$ cat src/rtl/mux3_bus_arbiter_if.sv
// Bus-side handshake bundle between the three memory requesters and the arbiter.
// master = requester/bus side, slave = arbiter.
interface mux3_bus_arbiter_if;
    logic [2:0] req;
    logic [2:0] last;
    logic       bus_ready;
    logic [2:0] grant;
    logic [1:0] sel;
    logic       bus_valid;
    logic       busy;
    logic       timeout;

    modport master (
        output req, last, bus_ready,
        input  grant, sel, bus_valid, busy, timeout
    );

    modport slave (
        input  req, last, bus_ready,
        output grant, sel, bus_valid, busy, timeout
    );
endinterface

$ cat src/rtl/mux3_bus_arbiter.sv
// Round-robin arbiter for the shared 3:1 bus mux; holds each grant for a whole burst.
// Optional forced release after TIMEOUT busy cycles when MUX3_ARB_TIMEOUT_EN is defined.
//
// state | meaning
// IDLE  | no grant active, arbitrate every cycle
// BUSY  | grant held until last beat, req drop or timeout
module mux3_bus_arbiter #(
    parameter int TIMEOUT = 16,
    parameter int TO_W    = 5
) (
    input  logic               clk,
    input  logic               reset,
    mux3_bus_arbiter_if.slave  bus
);

    typedef enum logic {
        IDLE = 1'b0,
        BUSY = 1'b1
    } state_e;

    state_e     state_q, state_d;
    logic [2:0] grant_q, grant_d;
    logic [1:0] sel_q, sel_d;
    logic [1:0] ptr_q, ptr_d;

    logic       busy;
    logic       req_g;
    logic       valid;
    logic       rel_last;
    logic       rel_drop;
    logic       to_hit;
    logic       arb;
    logic       found;
    logic [1:0] win;
    logic [1:0] cand;

    function automatic logic [1:0] inc3(input logic [1:0] i);
        return (i == 2'd2) ? 2'd0 : i + 2'd1;
    endfunction

    assign busy     = (state_q == BUSY);
    assign req_g    = |(bus.req & grant_q);
    assign valid    = busy & req_g;
    assign rel_last = valid & bus.bus_ready & (|(bus.last & grant_q));
    assign rel_drop = busy & ~req_g;
    assign arb      = ~busy | rel_last | rel_drop | to_hit;

`ifdef MUX3_ARB_TIMEOUT_EN
    logic [TO_W-1:0] to_cnt_q, to_cnt_d;

    assign to_hit      = busy && (to_cnt_q == TO_W'(TIMEOUT - 1));
    // Only report a forced release when nothing else would have released anyway.
    assign bus.timeout = to_hit & ~rel_last & ~rel_drop;

    always_comb begin
        to_cnt_d = to_cnt_q;
        if (arb && found) begin
            to_cnt_d = '0;
        end else if (busy) begin
            to_cnt_d = to_cnt_q + TO_W'(1);
        end
    end

    always_ff @(posedge clk) begin
        if (reset) begin
            to_cnt_q <= '0;
        end else begin
            to_cnt_q <= to_cnt_d;
        end
    end
`else
    logic unused_cfg;

    assign to_hit      = 1'b0;
    assign bus.timeout = 1'b0;
    assign unused_cfg  = (TIMEOUT > 0) ^ (TO_W > 0);
`endif

    // Search ptr+1, ptr+2, ptr so the previous owner is considered last.
    always_comb begin
        found = 1'b0;
        win   = ptr_q;
        cand  = ptr_q;
        for (int k = 0; k < 3; k++) begin
            cand = inc3(cand);
            if (!found && bus.req[cand]) begin
                found = 1'b1;
                win   = cand;
            end
        end
    end

    always_comb begin
        state_d = state_q;
        grant_d = grant_q;
        sel_d   = sel_q;
        ptr_d   = ptr_q;
        if (arb) begin
            if (found) begin
                state_d = BUSY;
                grant_d = 3'b001 << win;
                sel_d   = win;
                ptr_d   = win;
            end else begin
                state_d = IDLE;
                grant_d = 3'b000;
            end
        end
    end

    always_ff @(posedge clk) begin
        if (reset) begin
            state_q <= IDLE;
            grant_q <= 3'b000;
            sel_q   <= 2'd0;
            ptr_q   <= 2'd2;
        end else begin
            state_q <= state_d;
            grant_q <= grant_d;
            sel_q   <= sel_d;
            ptr_q   <= ptr_d;
        end
    end

    assign bus.grant     = grant_q;
    assign bus.sel       = sel_q;
    assign bus.busy      = busy;
    assign bus.bus_valid = valid;

endmodule
$ cat src/flat_wrapper.sv
// flat-port wrapper written by rule: the top's interface ports become plain ports
module mux3_bus_arbiter_flat 
#(
    parameter int TIMEOUT = 16,
    parameter int TO_W    = 5
)
  (clk, reset, bus_req, bus_last, bus_bus_ready, bus_grant, bus_sel, bus_bus_valid, bus_busy, bus_timeout);
  mux3_bus_arbiter_if bus_i ();
  input  logic clk;
  input  logic reset;
  input wire logic [$bits(bus_i.req)-1:0] bus_req;
  input wire logic [$bits(bus_i.last)-1:0] bus_last;
  input wire logic [$bits(bus_i.bus_ready)-1:0] bus_bus_ready;
  output wire logic [$bits(bus_i.grant)-1:0] bus_grant;
  output wire logic [$bits(bus_i.sel)-1:0] bus_sel;
  output wire logic [$bits(bus_i.bus_valid)-1:0] bus_bus_valid;
  output wire logic [$bits(bus_i.busy)-1:0] bus_busy;
  output wire logic [$bits(bus_i.timeout)-1:0] bus_timeout;
  assign bus_i.req = bus_req;
  assign bus_i.last = bus_last;
  assign bus_i.bus_ready = bus_bus_ready;
  assign bus_grant = bus_i.grant;
  assign bus_sel = bus_i.sel;
  assign bus_bus_valid = bus_i.bus_valid;
  assign bus_busy = bus_i.busy;
  assign bus_timeout = bus_i.timeout;
  mux3_bus_arbiter #(.TIMEOUT(TIMEOUT), .TO_W(TO_W)) u_core (.clk(clk), .reset(reset), .bus(bus_i));
endmodule
$ cat config.mk
export PLATFORM = sky130hd
export DESIGN_NAME = mux3_bus_arbiter_flat
export DESIGN_NICKNAME = d
export VERILOG_FILES = /design/src/rtl/mux3_bus_arbiter_if.sv /design/src/rtl/mux3_bus_arbiter.sv /design/src/flat_wrapper.sv
export SDC_FILE = /design/constraint.sdc
export NUM_CORES = 1
export LEC_CHECK = 0
export ABC_AREA = 1
export CAP_MARGIN = 10
export CORE_AREA = 2 2 39 41
export DETAILED_ROUTE_END_ITERATION = 16
export DIE_AREA = 0 0 41 43
export PLACE_DENSITY_LB_ADDON = 0.3
export SYNTH_ARGS = -nofsm -noshare
export SYNTH_HDL_FRONTEND = slang
export SYNTH_SLANG_ARGS = --single-unit
$ cat constraint.sdc
create_clock -name clk -period 1.5 [get_ports clk]
set_input_delay 0.15 -clock clk [delete_from_list [all_inputs] [get_ports clk]]
set_output_delay 0.15 -clock clk [all_outputs]
set_load 0.005 [all_outputs]
Word-level counts from Yosys, hierarchy flattened
Index checks and enable logic that the tools add are counted.
{"block": "totals", "register_bits": 8, "wordCells": 48, "input_bits": 9}
{"block": "classes", "shifts": 1, "magnitude_cmp": 3, "bitwise_logic": 10, "n_reduce_logical": 7, "eq_ne": 3, "n_addsub": 3, "mux": 17}
{"cell": "$mux W2", "count": 6}
{"cell": "$lt A2 B3 Y1 const B", "count": 3}
{"cell": "$mux W1", "count": 7}
{"cell": "$add A2 B1 Y2 const B", "count": 3}
{"cell": "$and A3 B3 Y3", "count": 2}
{"cell": "$bmux W1 S2", "count": 3}
{"cell": "$eq A2 B2 Y1 const B", "count": 3}
{"cell": "$reduce_or A3 Y1", "count": 2}
{"cell": "$and A1 B1 Y1", "count": 4}
{"cell": "$mux W3", "count": 1}
{"cell": "$shl A1 B2 Y3 const A", "count": 1}
{"cell": "$logic_and A1 B1 Y1", "count": 2}
{"cell": "$logic_not A1 Y1", "count": 2}
{"cell": "$not A1 Y1", "count": 2}
{"cell": "$or A1 B1 Y1", "count": 2}
{"cell": "$reduce_and A2 Y1", "count": 1}

Logic depth before layout (Yosys ltp)
{"block": "logic_depth", "depth_word": 13, "ltp_mapped": 12, "depth_no_buf": 12}

Worst setup path after synthesis
No wires, ideal clock.
{"block": "synth_path", "kind": "reg-to-reg", "from": "register u_core.ptr_q[0]", "to": "register u_core.grant_q[1], in the netlist u_core.bus.grant[1]", "n_path_buf": 0, "setup_time_ns": 0.117, "arrival_ns": 1.147, "period_less_slack_ns": 1.263, "path_stages_with_launch": 11, "required_time_ns": 1.383, "setup_slack_ns": 0.237, "path_cell_list": "dfxtp_1 > nor2_2 > nand2_1 > nand3_2 > nand2_1 > nor2_1 > inv_1 > nand2_1 > nand2_1 > nand2_1 > a21oi_1"}
{"block": "synth_between", "elab_chain_cells": 13}
{"item": "from (decl)", "line": "mux3_bus_arbiter.sv:24", "text": "logic [1:0] ptr_q, ptr_d;"}
{"item": "from (signal assigned)", "line": "mux3_bus_arbiter.sv:121", "text": "ptr_q <= ptr_d;"}
{"item": "branches (longest 12 deep; another with $add A2 B1 Y2)"}
{"item": "$mux W3 *", "line": "mux3_bus_arbiter.sv:99", "text": "if (found) begin"}
{"item": "to (signal assigned)", "line": "mux3_bus_arbiter.sv:119", "text": "grant_q <= grant_d;"}
{"item": "to (decl)", "line": "mux3_bus_arbiter.sv:22", "text": "logic [2:0] grant_q, grant_d;"}
Every way passes the cells marked *. The select of a mux whose other input is x is not followed.
A chain may end at the register's enable or synchronous reset.

Worst setup path in the final report
{"block": "layout_path", "from": "register u_core.ptr_q[1]", "to": "register u_core.ptr_q[0]"}
{"block": "layout_between", "elab_chain_cells": 12}
{"item": "$add A2 B1 Y2 or $eq A2 B2 Y1 (tied branches)", "line": "mux3_bus_arbiter.sv:38", "text": "return (i == 2'd2) ? 2'd0 : i + 2'd1;"}
{"item": "$mux W2 *", "line": "mux3_bus_arbiter.sv:38"}
{"item": "branches (longest 10 deep; another with $add A2 B1 Y2)"}
Marked as above.

==> results <==
## worst register-to-register path: stages (launching register included)
cell	delay, ps
dfxtp_4	370
inv_4	70
nand2_1	70
inv_2	80
nand2_1	70
nand3_2	80
nand2_1	70
nor2_2	100
inv_1	40
nand2_1	70
nand2_1	60
nand2_1	80
a21oi_1	60
## sequential cells by signal, summed over array words and instances, names as in the netlist
name              flops
u_core.bus.sel        1
u_core.bus.busy       1
u_core.ptr_q          2
u_core.bus.grant      3
## worst max-delay path by stage
stage                         from             endpoint  slack (ps)
3_5_place_dp            bus_req[1]  u_core.bus.grant[0]        -110
5_1_grt            u_core.ptr_q[0]      u_core.ptr_q[0]          10
3_3_place_gp            bus_req[2]  u_core.bus.grant[1]        -120
2_1_floorplan      u_core.ptr_q[0]  u_core.bus.grant[1]         240
4_1_cts        u_core.bus.grant[2]        bus_bus_valid           7
6_report           u_core.ptr_q[1]      u_core.ptr_q[0]         160
## metrics by stage
step / std cells / utilization
2_1_floorplan: 84 / -
3_3_place_gp: 114 / 0.472
3_5_place_dp: 114 / 0.472
4_1_cts: 118 / 0.491
5_1_grt: 118 / 0.509
6_report: 118 / 0.509
## cells in the mapped netlist
cell,instances
inv_1,9
inv_2,2
nand2_2,1
conb_1,1
nand3_1,8
nor2_2,1
nand4_1,1
buf_4,2
nor2_4,1
nor2_1,3
a21oi_1,5
nand3_2,3
o211ai_1,1
nand2_1,39
dfxtp_1,7
## logic make-up (layout without fill, tap and decap cells)
group / Yosys count / count (layout)
compound gates: 6 / 6
buf+inv: 13 / 31
flops: 7 / 7
other cells: 1 / 1
simple gates: 57 / 57
## power groups by stage
stage | combinational [uW] | sequential, uW | clock (uW)
after CTS | 616 | 350 | 175
after floorplan | 399 | 329 | 0
after detailed placement | 615 | 345 | 0
final | 633 | 377 | 171
after global routing | 710 | 391 | 187
after global placement | 607 | 345 | 0
## layer usage
metal,vias to the layer above,GRT usage
li1,296,-
met1,251,0.214
met2,11,0.234
met3,2,0.0157
met4,0,0.100
met5,-,0
## repair_timing
item | 4_1_cts | 5_1_grt
setup endpoints to repair | 1 | 7
resized for setup | 6 | 10
cloned | 0 | 0
## area by class of cell
cell class / count / area, um^2
timing repair buffer: 16 / 156
sequential: 7 / 151
clock buffer: 4 / 26.3
tap: 16 / 20.0
fill: 140 / 679
inverter: 11 / 43.8
multi-input combinational: 64 / 307
==> impl_metrics.yaml <==
critical_path:
  cpPeakStageDelay_ps: 370
  crit_arrival_ps: 1470
  required_ps: 1630
  reg2reg_from: "u_core.ptr_q[1]"
  cp_top_family: "simple AND/OR/NAND/NOR gates"
  worstSetupPathDepth: 12
  crit_top_cell: "nand2_1"
  rrSetupSlack_ps: 160
  r2r-end: "u_core.ptr_q[0]"
  slowest_stage: "dfxtp_4"
  start_kind: "register"
  cp_num_buf_inv: 3
  cp-end-kind: "register"
  path_max_fanout: 6
  path_class: "register to register"
  rr_worst_depth: 12
  cp_cell_sequence: "inv_4 -> nand2_1 -> inv_2 -> nand2_1 -> nand3_2 -> nand2_1 -> nor2_2 -> inv_1 -> nand2_1 -> nand2_1 -> nand2_1 -> a21oi_1"
detailed_routing:
  drt_iter0_markers: 16
  first_pass_iters: 4
  wl_met3_um: 36
  met1_length_um: 582
  met2_length_um: 600
  vias: 560
  post_drt_wl_per_cell_um: 10.5
  final_antenna_net_count: 0
  route.detailed.drc: 0
  wl_um: 1240
  routed_via_density: 4.75
  maxUsedRoutingLayer: "met4"
synthesis:
  synth_area_um2: 490
  ys_ff_latch: 7
  synth_xor_area_frac: 0
  yosys.area.top_type: "nand2_1"
  ys_seq_area_frac: 0.286
  syn_inst: 84
  synth-simple-area-share: 0.526
  syn_nets: 93
  yosys.area_share.adder: 0
  synth_top_cell_area_share: 0.298
  ys_warn_count: 0
  synth-compound-area-share: 0.0663
  synth_top_family_by_area: "simple AND/OR/NAND/NOR gates"
  synth.area.mux_share: 0
  synth_area_leaders: "nand2_1 (30%), dfxtp_1 (29%), nand3_1 (8.2%)"
  synth_cell_types: 15
  synth_area_per_cell_um2: 5.84
sta:
  grt_setup_unrepaired: "false"
  fin_crit_ps: 1340
  drv_slew: 0
  finalHoldViolations: 0
  fin_crit_sh: 0.891
  fmax_ghz: 0.748
  fin_hold_ws_ps: 481
  setup_tns_ps: 0
  setup_viol: 0
  fin_ws_ps: 163
  finClkSkew_ps: 2.56
pwr:
  p_clk_frac: 0.145
  combPwrFrac: 0.536
  p_per_area_nw_per_um2: 1680
  finalPower_uw: 1180
  p_leak_uw: 0.000368
  power.internal_uw: 668
  p_switching_uw: 512
  vdd_ir_drop_max_uv: 796
  seq_power_share: 0.319
  p_sw_frac: 0.434
die:
  die_x_um: 41
  die_h_um: 43
  die-area_um2: 1760
  core_area_um2: 1380
  initial_core_util: 0.354
  num_rows: 14
  io_pins: 17
clock_tree:
  post_cts_buffers: 0
  numCtsBuffers: 3
  cts.path.max_buffers: 2
  root_buffer: "clkbuf_4"
  clkSlewWorstSetupHoldPaths_ps: 50
  holdBufCountCts: 0
  cts_tree: "yes"
  cts_sinks: 7
  clk_latency_ps: 250
  cts_htree_levels: 1
worst_hold_path:
  whs_path_depth: 2
  hold_class: "register to register"
  hold_end: "u_core.bus.sel[1]"
  min_from: "u_core.bus.sel[1]"
placement:
  pre_cts_slack_ps: -114
  port-buffer-count: 15
  place_congestion: 0.752
  post-dp-hpwl_um: 948
  place_area_um2: 653
status:
  status: "finished clean"
global_route:
  grt_pass1_wl_um: 1900
  antenna_found_initial: 0
  gr-usage-all-layers: 0.160
  first_global_vias: 490
  grt_overflow_total: 0
  grt_max_degree: 8
layout:
  final_cell_mix: "nand2_1 (39), clkdlybuf4s50_1 (11), inv_1 (8)"
  nNetsFinal: 112
  syn_to_final_growth_pct: 43.6
  drive_gt1_frac: 0.196
  layout_commonest_cell: "nand2_1"
  fin_area_um2: 704
  antenna_cells: 0
job:
  maxCapViolations: 0
(Power assumes the default switching activity.)
